**config.mk**
```make
export PLATFORM = sky130hd
export DESIGN_NAME = ifetch_prefetch_flat
export DESIGN_NICKNAME = d
export VERILOG_FILES = /design/src/rtl/ifetch_prefetch_if.sv /design/src/rtl/ifetch_prefetch.sv /design/src/flat_wrapper.sv
export SDC_FILE = /design/constraint.sdc
export NUM_CORES = 1
export LEC_CHECK = 0
export BUFFER_PORTS_ARGS = -buffer_cell sky130_fd_sc_hd__buf_2
export CORE_ASPECT_RATIO = 0.75
export CORE_MARGIN = 2
export CORE_UTILIZATION = 30
export DETAILED_ROUTE_END_ITERATION = 12
export GPL_ROUTABILITY_DRIVEN = 0
export PLACE_DENSITY_LB_ADDON = 0.3
export SETUP_SLACK_MARGIN = 0.15
export SLEW_MARGIN = 25
export SYNTH_ARGS = -nofsm -noshare
export SYNTH_HDL_FRONTEND = slang
export SYNTH_SLANG_ARGS = --single-unit
```
**constraint.sdc**
```tcl
create_clock -name clk -period 4.3 [get_ports clk]
set_input_delay 0.86 -clock clk [delete_from_list [all_inputs] [get_ports clk]]
set_output_delay 0.86 -clock clk [all_outputs]
set_load 0.05 [all_outputs]
```
**src/rtl/ifetch_prefetch_if.sv**
```systemverilog
// Fetch-stage bundle: redirect input, instruction-memory request/response, decode-side {pc, inst} handshake.
// master = fetch unit, slave = surrounding core/memory.
interface ifetch_prefetch_if #(
    parameter int DEPTH = 4
);
    logic                     redirect;
    logic [31:0]              redirect_pc;
    logic                     imem_req_valid;
    logic                     imem_req_ready;
    logic [31:0]              imem_addr;
    logic                     imem_rsp_valid;
    logic [31:0]              imem_rsp_data;
    logic                     inst_valid;
    logic                     inst_ready;
    logic [31:0]              inst_pc;
    logic [31:0]              inst_data;
    logic [$clog2(DEPTH):0]   outstanding;

    modport master (
        input  redirect, redirect_pc, imem_req_ready, imem_rsp_valid, imem_rsp_data, inst_ready,
        output imem_req_valid, imem_addr, inst_valid, inst_pc, inst_data, outstanding
    );

    modport slave (
        output redirect, redirect_pc, imem_req_ready, imem_rsp_valid, imem_rsp_data, inst_ready,
        input  imem_req_valid, imem_addr, inst_valid, inst_pc, inst_data, outstanding
    );
endinterface

```
**src/rtl/ifetch_prefetch.sv**
```systemverilog
// Instruction prefetch: in-order imem requests, {pc, inst} FIFO to decode; response visible 1 cycle later.
// Requests are credit-limited so FIFO + in-flight never exceed DEPTH; redirect flushes and drops stale responses.
module ifetch_prefetch #(
    parameter int          DEPTH    = 4,
    parameter logic [31:0] RESET_PC = 32'h0000_0000
) (
    input  logic              clk,
    input  logic              reset,
    ifetch_prefetch_if.master bus
);
    localparam int              PW      = $clog2(DEPTH);
    localparam int              CW      = PW + 1;
    localparam logic [CW-1:0]   C_ONE   = CW'(1);
    localparam logic [PW-1:0]   P_ONE   = PW'(1);
    localparam logic [CW:0]     DEPTH_L = (CW + 1)'(DEPTH);

    logic [31:0]   fetch_pc;
    logic [31:0]   resp_pc;
    logic [CW-1:0] outstanding;
    logic [CW-1:0] outstanding_nxt;
    logic [CW-1:0] drop_cnt;
    logic [CW-1:0] count;
    logic [PW-1:0] rd_ptr;
    logic [PW-1:0] wr_ptr;
    logic [31:0]   pc_mem  [DEPTH];
    logic [31:0]   dat_mem [DEPTH];

    logic          credit_ok;
    logic          req_valid;
    logic          accept;
    logic          drop;
    logic          push;
    logic          pop;
    logic          head_valid;
    logic [31:0]   target_pc;

    // Credits count both buffered words and words still owed by memory.
    assign credit_ok  = ({1'b0, count} + {1'b0, outstanding}) < DEPTH_L;
    assign req_valid  = !reset && !bus.redirect && credit_ok;
    assign accept     = req_valid && bus.imem_req_ready;
    assign drop       = bus.imem_rsp_valid && (drop_cnt != '0);
    assign push       = bus.imem_rsp_valid && !drop && !bus.redirect;
    assign head_valid = (count != '0);
    assign pop        = head_valid && bus.inst_ready && !bus.redirect;
    assign target_pc  = bus.redirect_pc & 32'hFFFF_FFFC;

    assign bus.imem_req_valid = req_valid;
    assign bus.imem_addr      = fetch_pc;
    assign bus.inst_valid     = head_valid;
    assign bus.inst_pc        = head_valid ? pc_mem[rd_ptr]  : '0;
    assign bus.inst_data      = head_valid ? dat_mem[rd_ptr] : '0;
    assign bus.outstanding    = outstanding;

    always_comb begin
        outstanding_nxt = outstanding;
        if (accept && !bus.imem_rsp_valid) begin
            outstanding_nxt = outstanding + C_ONE;
        end else if (!accept && bus.imem_rsp_valid) begin
            outstanding_nxt = outstanding - C_ONE;
        end
    end

    always_ff @(posedge clk) begin
        if (push) begin
            pc_mem[wr_ptr]  <= resp_pc;
            dat_mem[wr_ptr] <= bus.imem_rsp_data;
        end
    end

    always_ff @(posedge clk) begin
        if (reset) begin
            fetch_pc    <= RESET_PC;
            resp_pc     <= RESET_PC;
            outstanding <= '0;
            drop_cnt    <= '0;
            count       <= '0;
            rd_ptr      <= '0;
            wr_ptr      <= '0;
        end else begin
            outstanding <= outstanding_nxt;
            if (bus.redirect) begin
                // A response landing in the redirect cycle is already stale, so it is not counted again.
                fetch_pc <= target_pc;
                resp_pc  <= target_pc;
                drop_cnt <= outstanding - (bus.imem_rsp_valid ? C_ONE : '0);
                count    <= '0;
                rd_ptr   <= '0;
                wr_ptr   <= '0;
            end else begin
                if (accept) begin
                    fetch_pc <= fetch_pc + 32'd4;
                end
                if (drop) begin
                    drop_cnt <= drop_cnt - C_ONE;
                end
                if (push) begin
                    resp_pc <= resp_pc + 32'd4;
                    wr_ptr  <= wr_ptr + P_ONE;
                end
                if (pop) begin
                    rd_ptr <= rd_ptr + P_ONE;
                end
                if (push && !pop) begin
                    count <= count + C_ONE;
                end else if (pop && !push) begin
                    count <= count - C_ONE;
                end
            end
        end
    end
endmodule
```
**src/flat_wrapper.sv**
```systemverilog
// flat-port wrapper written by rule: the top's interface ports become plain ports
module ifetch_prefetch_flat 
#(
    parameter int          DEPTH    = 4,
    parameter logic [31:0] RESET_PC = 32'h0000_0000
)
  (clk, reset, bus_redirect, bus_redirect_pc, bus_imem_req_ready, bus_imem_rsp_valid, bus_imem_rsp_data, bus_inst_ready, bus_imem_req_valid, bus_imem_addr, bus_inst_valid, bus_inst_pc, bus_inst_data, bus_outstanding);
  ifetch_prefetch_if #(.DEPTH(DEPTH)) bus_i ();
  input  logic clk;
  input  logic reset;
  input wire logic [$bits(bus_i.redirect)-1:0] bus_redirect;
  input wire logic [$bits(bus_i.redirect_pc)-1:0] bus_redirect_pc;
  input wire logic [$bits(bus_i.imem_req_ready)-1:0] bus_imem_req_ready;
  input wire logic [$bits(bus_i.imem_rsp_valid)-1:0] bus_imem_rsp_valid;
  input wire logic [$bits(bus_i.imem_rsp_data)-1:0] bus_imem_rsp_data;
  input wire logic [$bits(bus_i.inst_ready)-1:0] bus_inst_ready;
  output wire logic [$bits(bus_i.imem_req_valid)-1:0] bus_imem_req_valid;
  output wire logic [$bits(bus_i.imem_addr)-1:0] bus_imem_addr;
  output wire logic [$bits(bus_i.inst_valid)-1:0] bus_inst_valid;
  output wire logic [$bits(bus_i.inst_pc)-1:0] bus_inst_pc;
  output wire logic [$bits(bus_i.inst_data)-1:0] bus_inst_data;
  output wire logic [$bits(bus_i.outstanding)-1:0] bus_outstanding;
  assign bus_i.redirect = bus_redirect;
  assign bus_i.redirect_pc = bus_redirect_pc;
  assign bus_i.imem_req_ready = bus_imem_req_ready;
  assign bus_i.imem_rsp_valid = bus_imem_rsp_valid;
  assign bus_i.imem_rsp_data = bus_imem_rsp_data;
  assign bus_i.inst_ready = bus_inst_ready;
  assign bus_imem_req_valid = bus_i.imem_req_valid;
  assign bus_imem_addr = bus_i.imem_addr;
  assign bus_inst_valid = bus_i.inst_valid;
  assign bus_inst_pc = bus_i.inst_pc;
  assign bus_inst_data = bus_i.inst_data;
  assign bus_outstanding = bus_i.outstanding;
  ifetch_prefetch #(.DEPTH(DEPTH), .RESET_PC(RESET_PC)) u_core (.clk(clk), .reset(reset), .bus(bus_i));
endmodule
```
==> impl_results.md <==
- Status: complete, no violations
- Setup CP Type: register to output port
- WL met3: about 2500 µm
- Global-route wire length before repair: around 49000 µm
- Die width: ~250 µm
- Slew @ Worst Pin: around 860 ps
- Post-synthesis async set-or-reset flop share: 0%
- Cell variety after synth: 63
- Most common cell after layout, fill and taps aside: edfxtp_1
- Power Density: approximately 440 mW/mm²
- Power Total: between 7000 and 8000 µW
- Worst setup SP type: register
- Final hold vios: 0
- Highest routed metal layer: met4
- GRT Total Usage: a little over an eighth
- H-Tree Depth: 2
- Final slew viol count: 0
- Number of synthesized flops with an enable pin: ~250
- Req. time, crit path: between 3000 and 4000 ps
- Cts repair resizes: 0
- Drt via density: approximately 5
- Routed WL: about 32000 µm
- Leakage: 0.00565 µW
- Min Tclk post-route: ~3300 ps
- Slew margin rel.: a little over two fifths
- Setup Skew: ~21 ps
- Setup_tns: 0 ps
- CTS Sinks: 323
- Synth Flop Type: edfxtp_1
- Site Rows: 67
- Final setup fails: 0
- Nets: 1157
- Starting Density: ~30%
- CTS Hold Buffers Added: 0
- Area after DPL: about 0.015 mm²
- Initial antenna violation count: 0
- Mapped Avg Cell Area: approximately 15 µm²
- Root Buffer: clkbuf_16
- Final Cell Area: between 0.015 and 0.02 mm²
- Core Box Area: approximately 0.045 mm²
- Post-route clock period utilization: approximately 77%
- Die Height: 188 µm
- Cells after synthesis: roughly 900
- Number of max-cap violations: 0
- DR iter-0 viols: about 660
- Skew-Pair Late Insertion Delay: around 530 ps
- Worst Path Max Fanout: 41
- Peak VDD IR: between 0.15 and 0.2 mV
- Met1 WL: about 16000 µm
- RSZ-0062 raised after global routing: false
- GR Overflow Total: 0
- Vias in the first global route: about 8100
- Dpl hpwl: 20700 µm
- Kind of end point of the critical path: output port
- # Post-CTS Setup Buffers: 0
- Metal2 WL: about 13000 µm
- F_max: approximately 0.30 GHz
- Flops & latches, synth: approximately 320
- Avg WL per Cell: 19.1 µm
- Largest net degree at the start of global routing: about 70
- Port buffer count: approximately 160
- Max clock buf depth: 3
- Detail Route Antenna Nets: 0
- Commonest cells after routing, fill and taps aside: 248 x edfxtp_1, 164 x buf_2, 73 x dfxtp_1, 65 x and2_1, 62 x mux4_2
- FF-to-FF setup slack: 1390 ps
- DRC viols: 0
- Layout area overhead: 19.0%
- Crit path DAT: 2470 ps
- CTS tree: done
- Warnings from Yosys: 0
- Drt first pass iters: 5
- Worst hold path class: register to register
- Layout cell share with drive strength beyond 1: around 29%
- # diodes: 0
- Sequential area share after synthesis: 65.8%
- Die Area: 0.0471 mm²
- Inserted Clock Buffers: 34
- Clock Pin Slew Worst Setup and Hold Paths: 60 ps
- Mapped Area: ~0.014 mm²
- I/O pin cnt: about 170
- Via count: between 8000 and 9000
==> state kept, by name (all words and copies together), names as in the netlist, named ones only <==
register	count
u_core.rd_ptr	2
u_core.count	3
u_core.drop_cnt	3
u_core.bus.outstanding	3
u_core.bus.imem_addr	30
u_core.pc_mem	120
u_core.wr_ptr	2
u_core.resp_pc	30
u_core.dat_mem	128
==> cells in the mapped netlist (3+ instances only) <==
library cell,number,area (µm²)
edfxtp_1,248,7450
dfxtp_1,75,1500
and2_1,69,432
mux4_2,62,1400
nor2_1,49,184
nand2_1,39,146
nand3_1,34,170
clkbuf_1,30,113
a21oi_1,26,130
xor2_1,24,210
xnor2_1,21,184
inv_1,20,75.1
a211oi_1,17,128
nand4_1,17,106
ha_1,14,175
nor3_1,12,60.1
o21ai_0,11,55.1
and3_1,9,56.3
buf_2,9,45.0
a21boi_0,8,60.1
a31oi_1,7,43.8
nor4_1,7,43.8
or3_1,7,43.8
and4_1,5,43.8
buf_4,5,37.5
mux2i_1,5,50.1
nor4_2,5,62.6
o211ai_1,5,37.5
a22oi_1,4,30.0
buf_1,4,15.0
a32oi_1,3,26.3
buf_6,3,33.8
nand3b_1,3,22.5
nand4b_1,3,26.3
nor3_2,3,30.0
o21bai_1,3,22.5
o22ai_1,3,18.8
o311ai_1,3,26.3
==> logic make-up after synthesis <==
family / count (synthesis) / synth area share, %
AOI/OAI and AO/OA: 99 / 4.86
xor gates and xnor gates: 45 / 2.90
adders and majority gates: 16 / 1.58
buffers and inverters: 73 / 2.40
DFF: 323 / 65.8
muxes: 68 / 10.7
other: 1 / 0.0276
and+or+nand+nor: 278 / 11.7
==> critical path, cell delays in order, from the launching register on <==
cell,delay [ps]
dfxtp_1,350
or3_2,830
buf_4,360
and2_1,180
buf_2,210
==> metal layers <==
metal  track usage (%)  vias up
li1                  -     3813
met1              20.2     4087
met2              19.4      303
met3              3.19       32
met4              3.15        0
met5                 0        -
==> layout make-up <==
cell class / instances / area (µm²)
clock inverters: 14 / 143
multi-input cells: 510 / 4340
clock buffers: 47 / 941
flip-flops and latches: 323 / 8950
repair buffers: 180 / 991
well taps: 586 / 733
fillers: 4300 / 28500
inverters: 22 / 82.6
==> path summary, 6_finish.rpt <==
kind / to / cells past startpoint / start
setup / recovery: bus_inst_data[25] / 4 / u_core.count[0]$_SDFFE_PP0P_
hold / removal: u_core.bus.imem_addr[31]$_SDFFE_PP0P_ / 2 / u_core.bus.imem_addr[31]$_SDFFE_PP0P_
setup reg to reg: u_core.count[2]$_SDFFE_PP0P_ / 9 / u_core.count[0]$_SDFFE_PP0P_
hold reg to reg: u_core.bus.imem_addr[31]$_SDFFE_PP0P_ / 2 / u_core.bus.imem_addr[31]$_SDFFE_PP0P_
==> stage by stage <==
| stage | worst slack (ps) | util (%) | cells | hold slack [ps] |
|---|---|---|---|---|
| 5_1_grt | 786 | 36.2 | 1682 | 535 |
| 3_5_place_dp | 1080 | 33.8 | 1621 | 488 |
| 4_1_cts | 871 | 36.2 | 1682 | 504 |
| 3_3_place_gp | 1070 | 33.8 | 1621 | 484 |
| 2_1_floorplan | 938 | - | 906 | 470 |
| 6_report | 968 | 36.2 | 1682 | 504 |
==> power breakdown <==
part	switching [µW]	total, µW	internal (µW)
clock network	1180	2840	1660
logic	541	773	232
registers	98.8	3560	3460
total	1820	7170	5360
Power figures use the tool's default switching activity.
